`config.mk`:
```
export PLATFORM = sky130hd
export DESIGN_NAME = lsu_dtcm_master
export DESIGN_NICKNAME = d
export VERILOG_FILES = /design/src/rtl/lsu_dtcm_master.sv
export SDC_FILE = /design/constraint.sdc
export NUM_CORES = 1
export LEC_CHECK = 0
export ABC_AREA = 1
export CAP_MARGIN = 20
export CORE_MARGIN = 10
export CORE_UTILIZATION = 48
export DETAILED_ROUTE_END_ITERATION = 10
export GPL_TIMING_DRIVEN = 0
export PLACE_DENSITY_LB_ADDON = 0.05
export SKIP_CTS_REPAIR_TIMING = 1
export SLEW_MARGIN = 40
export SYNTH_ARGS = -nofsm -noshare
export SYNTH_HDL_FRONTEND = slang
export SYNTH_SLANG_ARGS = --single-unit
```
`constraint.sdc`:
```
create_clock -name clk -period 2.45 [get_ports clk]
set_input_delay 0.49 -clock clk [delete_from_list [all_inputs] [get_ports clk]]
set_output_delay 0.49 -clock clk [all_outputs]
set_load 0.1 [all_outputs]
```
`src/rtl/lsu_dtcm_master.sv`:
```
// lsu_dtcm_master
//   LSU-side initiator on the lsu2dtcm cmd/rsp interface. It takes one load or
//   store from the AGU and checks the alignment and the DTCM address window.
//   It builds the byte mask and the lane-replicated write data, then issues a
//   single cmd beat. It waits for the response, extracts and extends the load
//   data, and hands the result to writeback. Only one transaction is in flight
//   at a time.
//
// Ports
//   clk, rst             clock, synchronous active-high reset
//   agu_req_*            request from the AGU (valid/ready)
//   lsu2dtcm_cmd_*       single-beat command to dtcm_ctrl (valid/ready)
//   lsu2dtcm_rsp_*       response from dtcm_ctrl (valid/ready)
//   lsu_o_*              result to writeback (valid/ready)
//
// Handshake rule (all four channels): a transfer happens on a rising edge where
// valid and ready are both high. Once this block raises a valid, it holds that
// valid and its payload stable until the transfer happens. Reset is the only
// exception.
module lsu_dtcm_master #(
    parameter int          AW        = 16,
    parameter int          DW        = 32,
    parameter int          MW        = 4,
    parameter logic [31:0] DTCM_BASE = 32'h8000_0000
) (
    input  logic          clk,
    input  logic          rst,
    input  logic          agu_req_valid,
    output logic          agu_req_ready,
    input  logic          agu_req_load,
    input  logic [31:0]   agu_req_addr,
    input  logic [1:0]    agu_req_size,
    input  logic          agu_req_usign,
    input  logic [31:0]   agu_req_wdata,
    output logic          lsu2dtcm_cmd_valid,
    input  logic          lsu2dtcm_cmd_ready,
    output logic          lsu2dtcm_cmd_read,
    output logic [AW-1:0] lsu2dtcm_cmd_addr,
    output logic [MW-1:0] lsu2dtcm_cmd_wmask,
    output logic [DW-1:0] lsu2dtcm_cmd_wdata,
    input  logic          lsu2dtcm_rsp_valid,
    output logic          lsu2dtcm_rsp_ready,
    input  logic [DW-1:0] lsu2dtcm_rsp_rdata,
    output logic          lsu_o_valid,
    input  logic          lsu_o_ready,
    output logic [31:0]   lsu_o_rdata,
    output logic          lsu_o_store,
    output logic          lsu_o_misalgn,
    output logic          lsu_o_buserr
);

    typedef enum logic [1:0] {IDLE, CMD, RSP, DONE} state_t;

    state_t      state;
    logic [31:0] r_addr;
    logic [1:0]  r_size;
    logic        r_usign;
    logic        r_load;
    logic [3:0]  r_mask;
    logic [31:0] r_wdata;
    logic [31:0] r_rdata;
    logic        r_misalgn;
    logic        r_buserr;

    // Request decode, used only in the accept cycle.
    logic        req_misalgn;
    logic        req_outwin;
    logic [3:0]  req_mask;
    logic [31:0] req_wdata;

    always_comb begin
        req_misalgn = 1'b0;
        req_mask    = 4'b1111;
        req_wdata   = agu_req_wdata;
        case (agu_req_size)
            2'b00: begin
                req_mask  = 4'b0001 << agu_req_addr[1:0];
                req_wdata = {4{agu_req_wdata[7:0]}};
            end
            2'b01: begin
                req_misalgn = agu_req_addr[0];
                req_mask    = 4'b0011 << {agu_req_addr[1], 1'b0};
                req_wdata   = {2{agu_req_wdata[15:0]}};
            end
            2'b10:   req_misalgn = (agu_req_addr[1:0] != 2'b00);
            default: req_misalgn = 1'b1;
        endcase
        req_outwin = (agu_req_addr[31:AW] != DTCM_BASE[31:AW]);
    end

    // Load data extraction. The response data is valid only in the handshake
    // cycle, so it is extended here and captured already in its final form.
    logic [31:0] rsp_lane;
    logic [31:0] rsp_ext;

    always_comb begin
        rsp_lane = 32'(lsu2dtcm_rsp_rdata) >> {r_addr[1:0], 3'b000};
        case (r_size)
            2'b00:   rsp_ext = r_usign ? {24'd0, rsp_lane[7:0]}
                                       : {{24{rsp_lane[7]}}, rsp_lane[7:0]};
            2'b01:   rsp_ext = r_usign ? {16'd0, rsp_lane[15:0]}
                                       : {{16{rsp_lane[15]}}, rsp_lane[15:0]};
            default: rsp_ext = rsp_lane;
        endcase
    end

    always_ff @(posedge clk) begin
        if (rst) begin
            state     <= IDLE;
            r_addr    <= '0;
            r_size    <= '0;
            r_usign   <= 1'b0;
            r_load    <= 1'b0;
            r_mask    <= '0;
            r_wdata   <= '0;
            r_rdata   <= '0;
            r_misalgn <= 1'b0;
            r_buserr  <= 1'b0;
        end else begin
            case (state)
                IDLE: if (agu_req_valid) begin
                    r_addr    <= agu_req_addr;
                    r_size    <= agu_req_size;
                    r_usign   <= agu_req_usign;
                    r_load    <= agu_req_load;
                    r_mask    <= req_mask;
                    r_wdata   <= req_wdata;
                    r_rdata   <= '0;
                    // A misaligned access is reported as misaligned, not as a bus error.
                    r_misalgn <= req_misalgn;
                    r_buserr  <= req_outwin & ~req_misalgn;
                    state     <= (req_misalgn | req_outwin) ? DONE : CMD;
                end
                CMD: if (lsu2dtcm_cmd_ready) state <= RSP;
                RSP: if (lsu2dtcm_rsp_valid) begin
                    r_rdata <= r_load ? rsp_ext : 32'd0;
                    state   <= DONE;
                end
                DONE: if (lsu_o_ready) state <= IDLE;
                default: state <= IDLE;
            endcase
        end
    end

    // Every output is decoded from the registered state and payload. Payload
    // outputs are forced to zero whenever their valid is low.
    logic in_cmd;
    logic in_done;
    assign in_cmd  = (state == CMD);
    assign in_done = (state == DONE);

    assign agu_req_ready      = (state == IDLE);
    assign lsu2dtcm_cmd_valid = in_cmd;
    assign lsu2dtcm_cmd_read  = in_cmd & r_load;
    assign lsu2dtcm_cmd_addr  = in_cmd ? r_addr[AW-1:0] : '0;
    assign lsu2dtcm_cmd_wmask = (in_cmd & ~r_load) ? MW'(r_mask) : '0;
    assign lsu2dtcm_cmd_wdata = in_cmd ? DW'(r_wdata) : '0;
    assign lsu2dtcm_rsp_ready = (state == RSP);
    assign lsu_o_valid        = in_done;
    assign lsu_o_rdata        = in_done ? r_rdata : 32'd0;
    assign lsu_o_store        = in_done & ~r_load;
    assign lsu_o_misalgn      = in_done & r_misalgn;
    assign lsu_o_buserr       = in_done & r_buserr;

endmodule

```
Word level (Yosys, flattened, before mapping)
Index checks and enable logic that the tools add are counted.

Register bits after elaboration: 92. Bits of input ports: 106.

Bitwise operators: 9. Shifts and indexed selects: 3. Mux-type cells: 20. Equality and inequality tests: 11. Reduce and logical (&&, ||, !) cells: 8.

Operators with widths (number): 32-bit 2-to-1 mux (7); 32-bit one-hot mux with 2 select lines (3); 32-bit by 5-bit right shift with 32-bit output (1); 16-bit 2-to-1 mux (1); 16-bit != test (second input constant) (1); 2-bit 2-to-1 mux (5); 2-bit != test (second input constant) (4); 2-bit one-hot mux with 4 select lines (1); 4-bit one-hot mux with 2 select lines (1); 1-bit AND (6); 2-bit by 1-bit == test with 1-bit output (second input constant) (3); 2-bit == test (second input constant) (3); 2-bit zero test (3); 4-bit 2-to-1 mux (1); 4-bit AND reduction (1); 2-bit nonzero test (2); 1-bit by 2-bit << shifter with 4-bit output (first input constant) (1); 2-bit by 2-bit << shifter with 4-bit output (first input constant) (1); 1-bit one-hot mux with 3 select lines (1); 3-bit AND reduction (1); 1-bit inverter (2); 2-bit AND reduction (1); 1-bit bitwise OR (1).

Depth between registers and ports, before layout
Gate-level depths: netlist of the first run.

Depth in word-level cells: 6. Mapped depth: 10. Gate-level depth less buffers: 9.

Worst setup path before layout of the first run
OpenSTA, ideal clock, no wires.

Path kind: register to output. Start: reg state[1]. End: out lsu2dtcm_cmd_wmask[0]. Arrival: 3.139 ns. Setup slack: -1.179 ns. Cell stages (with the launch flop): 7. Path buffers: 2. Cells stage by stage: dfxtp_1 -> inv_1 -> ha_1 -> clkbuf_1 -> clkbuf_1 -> nand2_1 -> nor2_1.

Longest elaborated chain between the ends: 3.

Ends and longest elaborated chain: start: declaration (RTL line 54) `state_t state;`; start signal: assignment (RTL line 132) `state <= (req_misalgn | req_outwin) ? DONE : CMD;`; 2-bit by 1-bit == test with 1-bit output (RTL line 149) `assign in_cmd = (state == CMD);`; via lsu2dtcm_cmd_valid (RTL line 35) `output logic lsu2dtcm_cmd_valid,`; 1-bit AND (RTL line 156) `assign lsu2dtcm_cmd_wmask = (in_cmd & ~r_load) ? MW'(r_mask) : '0;`; 4-bit 2-to-1 mux (RTL line 156); end: declaration (RTL line 39) `output logic [MW-1:0] lsu2dtcm_cmd_wmask,`.

The timed path passes the listed nets, and every way through them passes these cells.

Worst setup path after layout of the first run
Start: reg state[1]. End: out lsu_o_rdata[8].

Longest elaborated chain between the ends: 2.

Ends and longest elaborated chain: 2-bit == test (RTL line 150) `assign in_done = (state == DONE);`; 32-bit 2-to-1 mux (RTL line 160) `assign lsu_o_rdata = in_done ? r_rdata : 32'd0;`; end: declaration (RTL line 46) `output logic [31:0] lsu_o_rdata,`.

No other way between the ends.

==> results of run 1 <==
-- worst max path at each step --
| stage | slack [ns] | end | depth (start not counted) | from |
|---|---|---|---|---|
| CTS | -0.61 | lsu_o_rdata[2] | 6 | state[0] |
| finish | 0.05 | lsu_o_rdata[8] | 5 | state[1] |
| global placement | -0.90 | lsu_o_rdata[2] | 6 | state[0] |
| global route | -0.02 | lsu2dtcm_cmd_wdata[10] | 6 | state[1] |
| floorplan | 0.05 | lsu2dtcm_cmd_wmask[0] | 5 | state[0] |
| detailed placement | -0.19 | lsu_o_rdata[2] | 6 | state[0] |
-- worst min-delay path, stage by stage (launching register included) --
cell     delay [ns]
dfxtp_1        0.32
nand2_1        0.06
a21oi_1        0.05
-- registers in the layout (all words and copies together) (netlist names) --
signal     flops
r_misalgn      1
r_size         2
r_addr        16
r_mask         4
r_usign        1
r_buserr       1
state          2
r_rdata       32
r_load         1
r_wdata       32
-- logic make-up (layout without fill, tap and decap cells) --
family          after synthesis  in the layout  share of synthesized area
compound gates              140            140                      0.160
fa+ha+maj                     5              5                     0.0118
flops                        92             92                      0.348
simple gates                418            418                      0.329
buf+inv                     179            389                      0.151
-- per-stage QoR --
stage	worst slack, ns	hold WS, ns	utilization	area, sq um	TNS [ns]
floorplan	0.0500	0.439	-	5620	0
global placement	-0.897	0.452	0.719	7750	-63.74
detailed placement	-0.189	0.454	0.676	7290	-5.10
CTS	-0.610	0.469	0.696	7520	-39.29
global route	-0.0218	0.491	0.716	7720	-0.124
finish	0.0529	0.468	0.716	7720	0
-- routing by layer --
layer	wire length, microns	global-route usage
met5	0	0
met4	299	0.0569
met3	1640	0.0663
met2	8950	0.385
met1	7030	0.246
-- power breakdown --
| part | internal [mW] | switching [mW] |
|---|---|---|
| clock | 0.587 | 0.595 |
| combinational | 1.09 | 2.71 |
| sequential | 1.76 | 0.153 |
| total | 3.44 | 3.46 |
-- layout by cell type, fill, tap and decap left out, types with 2 or more instances in the layout --
| cell | synthesis | layout |
|---|---|---|
| a31oi_1 | 7 | 7 |
| a221oi_1 | 4 | 4 |
| clkdlybuf4s50_1 | 0 | 104 |
| nand2_1 | 281 | 280 |
| buf_4 | 6 | 13 |
| clkbuf_8 | 1 | 10 |
| clkinvlp_4 | 0 | 72 |
| nand3_2 | 2 | 2 |
| nor2_2 | 2 | 2 |
| a21oi_1 | 55 | 55 |
| o221ai_1 | 8 | 8 |
| clkbuf_1 | 21 | 12 |
| clkbuf_4 | 0 | 64 |
| a21oi_2 | 12 | 12 |
| buf_2 | 14 | 33 |
| o211ai_1 | 7 | 7 |
| nand2_2 | 12 | 13 |
| inv_4 | 2 | 2 |
| nor2_1 | 79 | 74 |
| a22oi_1 | 8 | 8 |
| nor2_8 | 2 | 2 |
| inv_6 | 1 | 2 |
| bufinv_16 | 0 | 2 |
| o21ai_0 | 35 | 35 |
| nand3_1 | 34 | 34 |
| dfxtp_1 | 92 | 91 |
| ha_4 | 0 | 2 |
| inv_1 | 123 | 53 |
| nand3_4 | 2 | 2 |
| buf_6 | 6 | 10 |
| clkbuf_2 | 1 | 7 |
| buf_1 | 2 | 2 |
| nor2_4 | 1 | 6 |
| ha_1 | 5 | 3 |
-- area by class of cell --
type                    count  area share
plain buffers              51      0.0416
clock buffers              10      0.0165
clock inverters             6      0.0123
inverters                 126      0.0966
multi-input cells         563       0.351
flip-flops and latches     92       0.239
well taps                 140      0.0227
repair buffers            196       0.220
==> summary.txt, run 1 <==
Worst Hold Class = flop to flop
Reg2reg start = state[1]
Core area = 10,800 sq um
Pre-Repair DR Iteration Count = 6
Area share of the largest cell type after synthesis = 0.348
Layout cells sized above 1 = 0.251
Post-Syn Area = 5290 sq um
Crit path arrival time = 1.91 ns
Syn nets = 945
Slowest cell on crit path = dfxtp_1
Fillers = 979
Total power = 6.90 mW
Hold Startpoint = r_rdata[18]
Synth Instances = 834
Worst Hold Path EP = r_rdata[18]
Slew @ Worst Pin = 0.708 ns
Number of placed cells counting well taps = 1,170
Final setup fails = 0
Final Wtd Congestion = 0.999
# diodes = 0
Clock Latency Late Sink = 0.36 ns
WS Path Type = flop to primary output
Critical path capture point type = primary output
Drt drc = 0
DIE HEIGHT = 125 microns
Max Buffers Root-to-Sink = 2
CP required = 1.96 ns
Post-synth EDFFs = 0
Iteration-0 DRC Markers = 605
Max Slew Vio Count = 0
Cell Count, Final, Fillers Out = 1,184
DR vias/cell = 5.00
Achievable Freq = 417 MHz
Status = completed
Critical path peak fanout = 10
Site row count = 38
Largest net degree at the start of global routing = 17
Crit path largest cell delay = 0.43 ns
Multi-input gate area = 2710 sq um
Max-Cap Viols = 0
Clock sinks = 92
Prevailing post-synth register cell = dfxtp_1
Overall Global Routing Usage = 0.217
Flop-to-flop setup slack = 0.53 ns
Synthesis warning total = 0
R2R depth = 8
Yosys reg bits = 92
Final worst-path cycle share = 0.978
Clock period minus worst slack = 2.40 ns
DR vias = 5,919
CP Buf/Inv Count = 3
Vias in the first global route = 5,743
Sequential element share of the synthesized area = 0.348
Reg2reg end = r_mask[3]
Antenna-violating nets left = 0
Yosys cell types = 38
Initial Util = 0.490
Final WL = 17.9 mm
Leading area contributor after synthesis = dfxtp_1
Initial antenna violation count = 0
Die area = 15,600 sq um
Num ports = 198
Wire length per cell = 15.1 microns
Cell Chain, Critical Path = ha_4, clkbuf_2, nand2_1, clkinvlp_4, buf_2
Commonest cells in the netlist = 281 x nand2_1, 123 x inv_1, 92 x dfxtp_1, 79 x nor2_1, 55 x a21oi_1
Final Skew = 0.00907 ns
Synthesis-to-finish area growth = 46.0%
Synth area leaders = dfxtp_1 35%, nand2_1 20%, inv_1 8.7%
Root Buffer = clkbuf_8
Ys async rst share = 0
Leakage = 3.15 nW
Overflow after GRT = 0
Startpoint types = flop
PwrDens = 894 nW/um^2
Layout Nets = 1,150
CTS tree = done
Hold depth = 2
CP delay by family, top = buffers and inverters
Seq. cell area = 1840 sq um
Die X = 125 microns
Num CTS Buffers = 9
First-pass GRT wire length = 28.3 mm
PortBufs = 196
CTS H-tree depth = 3
Final Hold Fails = 0
Syn_area_per_cell = 6.34 sq um
Max IR drop VDD = 567 uV
Hpwl dp = 14.0 mm
Clock-pin slew on the worst setup and hold paths = 0.10 ns
Worst slew margin = 0.528
Most frequent cell after synthesis = nand2_1
(Power assumes the default switching activity.)
==> run 2: changes to the inputs <==
- PLACE_DENSITY: unset -> 0.95
- PLACE_DENSITY_LB_ADDON: 0.05 -> unset
==> run 2 against run 1 <==
Die area unchanged. Sequential share of layout area decreased by 0.11 points. Register-to-register slack got worse by 0.08 ns. Non-clock buffer count unchanged. Critical endpoint is now lsu2dtcm_cmd_wdata[7]. Largest cell class unchanged. Highest routed layer unchanged.
==> summary.txt, run 2 (synthesis results as in run 1) <==
Status = completed
CP dominant cell by count = clkbuf_4
Crit path from = state[1]
Root Buffer = clkbuf_8
Wire length per cell = 16.2 microns (+7.1%)
Pre-Repair DR Iteration Count = 5 (-1)
Hold Startpoint = r_rdata[18]
Slowest cell on crit path = dfxtp_1
Uppermost routed layer = met4
Unrepaired setup endpoints after global routing = no
PwrDens = 901 nW/um^2 (+0.84%)
Worst Hold Class = flop to flop
Worst slew margin = 0.516 (-0.0124)
DR vias = 6,044 (+2.1%)
Startpoint types = flop
DR vias/cell = 5.10 (+2.1%)
Iteration-0 DRC Markers = 572 (-5.5%)
Cell Chain, Critical Path = inv_1, ha_4, clkbuf_4, nand2_1, clkinvlp_4, clkbuf_4
Cell Count, Final, Fillers Out = 1,184 (unchanged)
# diodes = 0 (unchanged)
Number of placed cells counting well taps = 1,170 (unchanged)
Overflow after GRT = 0 (unchanged)
Metal-1 WL = 7.06 mm (+0.46%)
Hpwl dp = 14.9 mm (+6.5%)
CTS H-tree depth = 3 (unchanged)
Met2 Wirelength = 9.27 mm (+3.6%)
Drt drc = 0 (unchanged)
Layout Nets = 1,150 (unchanged)
Crit path largest cell delay = 0.45 ns (+0.02 ns)
Synthesis-to-finish area growth = 46.7%
Max-Cap Viols = 0 (unchanged)
Final WL = 19.2 mm (+7.1%)
Initial antenna violation count = 1 (+1)
CTS tree = done
Flop-to-flop setup slack = 0.45 ns (-0.08 ns)
CP delay by family, top = buffers and inverters
Slew @ Worst Pin = 0.727 ns (+0.0185 ns)
CP required = 1.96 ns (about the same)
Leading cell type in the layout, fill and taps excluded = nand2_1
Die X = 125 microns (unchanged)
Overall Global Routing Usage = 0.229 (+0.0119)
Final worst-path cycle share = 0.963 (-0.0150)
DIE HEIGHT = 125 microns (unchanged)
Max Buffers Root-to-Sink = 2 (unchanged)
Vias in the first global route = 5,922 (+3.1%)
Reg2reg start = state[1]
Max IR drop VDD = 587 uV (+3.4%)
Top flop regs = r_rdata x32, r_wdata x32, r_addr x16
Initial Util = 0.490 (unchanged)
Die area = 15,600 sq um (unchanged)
Clock sinks = 92 (unchanged)
Leakage = 3.17 nW (+0.41%)
Final Wtd Congestion = 0.982 (-1.7%)
Fillers = 876 (-11%)
Site row count = 38 (unchanged)
Layout cells sized above 1 = 0.252 (+0.000958)
Routed wl met3 = 2.24 mm (+36%)
Achievable Freq = 424 MHz (+1.6%)
Final Hold Fails = 0 (unchanged)
Critical path peak fanout = 10 (unchanged)
WS Path Type = flop to primary output
Final Skew = 0.0150 ns (+0.00595 ns)
CP Buf/Inv Count = 4 (+1)
First-pass GRT wire length = 29.5 mm (+4.3%)
Clock Latency Late Sink = 0.36 ns (about the same)
Core area = 10,800 sq um (unchanged)
Antenna-violating nets left = 0 (unchanged)
Final setup fails = 0 (unchanged)
Crit path arrival time = 1.87 ns (-0.04 ns)
Largest net degree at the start of global routing = 18 (+1)
Num CTS Buffers = 9 (unchanged)
Num ports = 198 (unchanged)
Clock-pin slew on the worst setup and hold paths = 0.10 ns (about the same)
Critical path capture point type = primary output
Cell area after placement = 7290 sq um (unchanged)
Max Slew Vio Count = 0 (unchanged)
PortBufs = 196 (unchanged)
Cell area after layout = 7760 sq um (+0.45%)
Total power = 6.99 mW (+1.3%)
Clock period minus worst slack = 2.36 ns (-0.0369 ns)
Most frequent cells in the layout = 280 x nand2_1, 104 x clkdlybuf4s50_1, 91 x dfxtp_1, 74 x nor2_1, 70 x clkinvlp_4
==> run 2: changes by cell type in the layout (fill, tap and decap cells not counted), moves of 2 or more <==
cell,delta
buf_2,-8
buf_4,+10
clkbuf_2,-3
clkinv_4,+2
clkinvlp_4,-2
==> run 2: cell type report <==
type,count,area [sq um],share of cell area
Multi-Input combinational cell,563,2710,0.350
Sequential cell,92,1840,0.238
Timing Repair Buffer,196,1720,0.222
Inverter,126,746,0.0961
Buffer,51,332,0.0427
Tap cell,140,175,0.0226
Clock buffer,9,124,0.0160
Clock inverter,7,106,0.0137
==> run 2: per-layer routing <==
layer  track usage  up-vias
met5             0        -
met4        0.0874        0
met3        0.0938       45
met2         0.394      289
met1         0.245     2719
li1              -     2991
==> run 2: tightest hold or removal path, cell delays in order (launching register included) <==
cell     delay, ns
dfxtp_1       0.32
nand2_1       0.06
a21oi_1       0.05
==> run 2: stage by stage <==
stage	TNS, ns	hold WS [ns]	utilization	worst slack, ns
after floorplan	0	0.439	-	0.0500
after global placement	-64.17	0.451	0.719	-0.862
after detailed placement	-5.75	0.455	0.676	-0.173
after CTS	-38.30	0.469	0.697	-0.593
after global routing	0	0.480	0.719	0.00652
final	0	0.470	0.719	0.0898
==> run 2: final timing paths <==
kind / to / cells after the start
worst max register to register: r_wdata[17] / 7
worst min-delay path: r_rdata[18] / 2
worst max-delay path: lsu2dtcm_cmd_wdata[7] / 6
worst min register to register: r_rdata[18] / 2
==> run 2: report_power, final <==
group	total (mW)	switching, mW	internal [mW]
Sequential	1.93	0.166	1.76
Combinational	3.85	2.74	1.11
Clock	1.21	0.616	0.594
Total	6.99	3.52	3.47
==> run 3: changes to the inputs <==
- PLACE_DENSITY: 0.95 -> 0.86
==> run 3 against run 2 <==
Count of clock-buffer cells in the layout increased by 1. Sequential power about the same. Highest routed layer unchanged. Largest cell class unchanged. Combinational power about the same. Core utilization decreased by 0.37 points. Via count decreased by 2.0%. Flip-flop and latch count unchanged. Global-route usage decreased by 0.19 points. Worst hold slack got worse by 0.0018 ns. Critical path depth unchanged.
==> summary.txt, run 3 (synthesis results as in run 1) <==
Status = completed
Initial antenna violation count = 0 (-1)
Max Buffers Root-to-Sink = 2 (unchanged)
Critical path peak fanout = 10 (unchanged)
Total power = 6.89 mW (-1.4%)
Largest net degree at the start of global routing = 15 (-3)
Crit path largest cell delay = 0.43 ns (-0.02 ns)
Reg2reg end = r_wdata[21]
CTS tree = done
Achievable Freq = 428 MHz (+0.98%)
Overflow after GRT = 0 (unchanged)
Wire length per cell = 15.9 microns (-2.2%)
Worst slew margin = 0.507 (-0.00839)
CTS H-tree depth = 3 (unchanged)
Layout Nets = 1,150 (unchanged)
First-pass GRT wire length = 29.4 mm (-0.44%)
Cell area after layout = 7720 sq um (-0.52%)
Die X = 125 microns (unchanged)
Cell Count, Final, Fillers Out = 1,183 (-0.084%)
Unrepaired setup endpoints after global routing = no
Num CTS Buffers = 9 (unchanged)
Clock Latency Late Sink = 0.37 ns (about the same)
Clock sinks = 92 (unchanged)
Leading cell type in the layout, fill and taps excluded = nand2_1
Core area = 10,800 sq um (unchanged)
Die area = 15,600 sq um (unchanged)
Critical path capture point type = primary output
Met2 global-route usage = 0.389 (-0.00432)
R2R depth = 7 (unchanged)
Crit path arrival time = 1.85 ns (-0.02 ns)
# diodes = 0 (unchanged)
Iteration-0 DRC Markers = 357 (-38%)
WS Path Type = flop to primary output
Final WL = 18.8 mm (-2.3%)
Hpwl dp = 14.7 mm (-1.4%)
DR vias = 5,925 (-2.0%)
DIE HEIGHT = 125 microns (unchanged)
Final setup fails = 0 (unchanged)
Worst setup path end = lsu2dtcm_cmd_wdata[7]
Drt drc = 0 (unchanged)
Antenna-violating nets left = 0 (unchanged)
Root Buffer = clkbuf_8
Slew @ Worst Pin = 0.739 ns (+0.0126 ns)
GR peak layer = met2
Final worst slack = 0.113 ns (+0.0229 ns)
Max-Cap Viols = 0 (unchanged)
Core Util, Final = 0.715 (-0.00371)
Synthesis-to-finish area growth = 45.9%
CP dominant cell by count = clkbuf_4
Met1 GRT Util = 0.249 (+0.00430)
Most frequent cells in the layout = 280 x nand2_1, 104 x clkdlybuf4s50_1, 91 x dfxtp_1, 74 x nor2_1, 71 x clkinvlp_4
Number of placed cells counting well taps = 1,170 (unchanged)
Reg2reg start = state[1]
Final Hold Fails = 0 (unchanged)
Crit path from = state[1]
Worst Hold Class = flop to flop
Slowest cell on crit path = dfxtp_1
PwrDens = 893 nW/um^2 (-0.93%)
Final Skew = 0.00994 ns (-0.00508 ns)
Vias in the first global route = 5,796 (-2.1%)
Fillers = 937 (+7.0%)
Met3 usage = 0.0891 (-0.00465)
Site row count = 38 (unchanged)
Pre-Repair DR Iteration Count = 7 (+2)
Cell area after placement = 7290 sq um (unchanged)
CP required = 1.96 ns (about the same)
Cell Chain, Critical Path = inv_1, ha_4, clkbuf_4, nand2_1, clkinvlp_4, clkbuf_4
PortBufs = 196 (unchanged)
Num ports = 198 (unchanged)
Final worst-path cycle share = 0.954 (-0.00936)
Layout cells sized above 1 = 0.250 (-0.00168)
Overall Global Routing Usage = 0.227 (-0.00192)
Max IR drop VDD = 474 uV (-19%)
Initial Util = 0.490 (unchanged)
Top flop regs = r_rdata x32, r_wdata x32, r_addr x16
Leakage = 3.15 nW (-0.48%)
Final Wtd Congestion = 0.947 (-3.6%)
Setup total negative slack = 0 ns (unchanged)
DR vias/cell = 5.01 (-1.9%)
Clock period minus worst slack = 2.34 ns (-0.0229 ns)
Flop-to-flop setup slack = 0.41 ns (-0.04 ns)
WHS = 0.469 ns (-0.00183 ns)
Clock-pin slew on the worst setup and hold paths = 0.09 ns (about the same)
Dpl ws = -0.154 ns (+0.0189 ns)
Max Slew Vio Count = 0 (unchanged)
Startpoint types = flop
-- run 3: changes by cell type in the layout (fill, tap and decap cells not counted), sizes merged --
| cell | change |
|---|---|
| buf | -2 |
| clkinvlp | +1 |
| inv | -3 |
| clkbuf | +3 |
-- run 3: worst min path at each step --
stage	to	from	cells past startpoint
finish	r_rdata[20]	r_rdata[20]	2
global route	r_rdata[19]	r_rdata[19]	2
global placement	r_rdata[13]	r_rdata[13]	2
detailed placement	r_rdata[20]	r_rdata[20]	2
floorplan	r_rdata[7]	r_rdata[7]	2
CTS	r_rdata[3]	r_rdata[3]	2
-- run 3: layer usage --
metal	routed length (microns)	part of all wire
met3	1770	0.094
met5	0	0
met2	9080	0.48
met4	394	0.021
met1	7510	0.40
-- run 3: final cells by class --
cell class                      count  area [sq um]  area share
Clock inverter                      5          77.6      0.0101
Clock buffer                       10           128      0.0165
Multi-Input combinational cell    563          2710       0.351
Inverter                          126           746      0.0966
Buffer                             51           329      0.0426
Sequential cell                    92          1840       0.239
Timing Repair Buffer              196          1710       0.221
Tap cell                          140           175      0.0227
-- run 3: worst max-delay path: cells and delay by family (launching register included) --
family	cells	cell delay (ns)
fa+ha+maj	1	0.21
simple gates	1	0.13
flops	1	0.43
buf+inv	4	0.70
-- run 3: report_power, final --
group	internal, mW	switching, mW	total (mW)
Clock	0.567	0.559	1.13
Combinational	1.10	2.74	3.84
Sequential	1.76	0.159	1.92
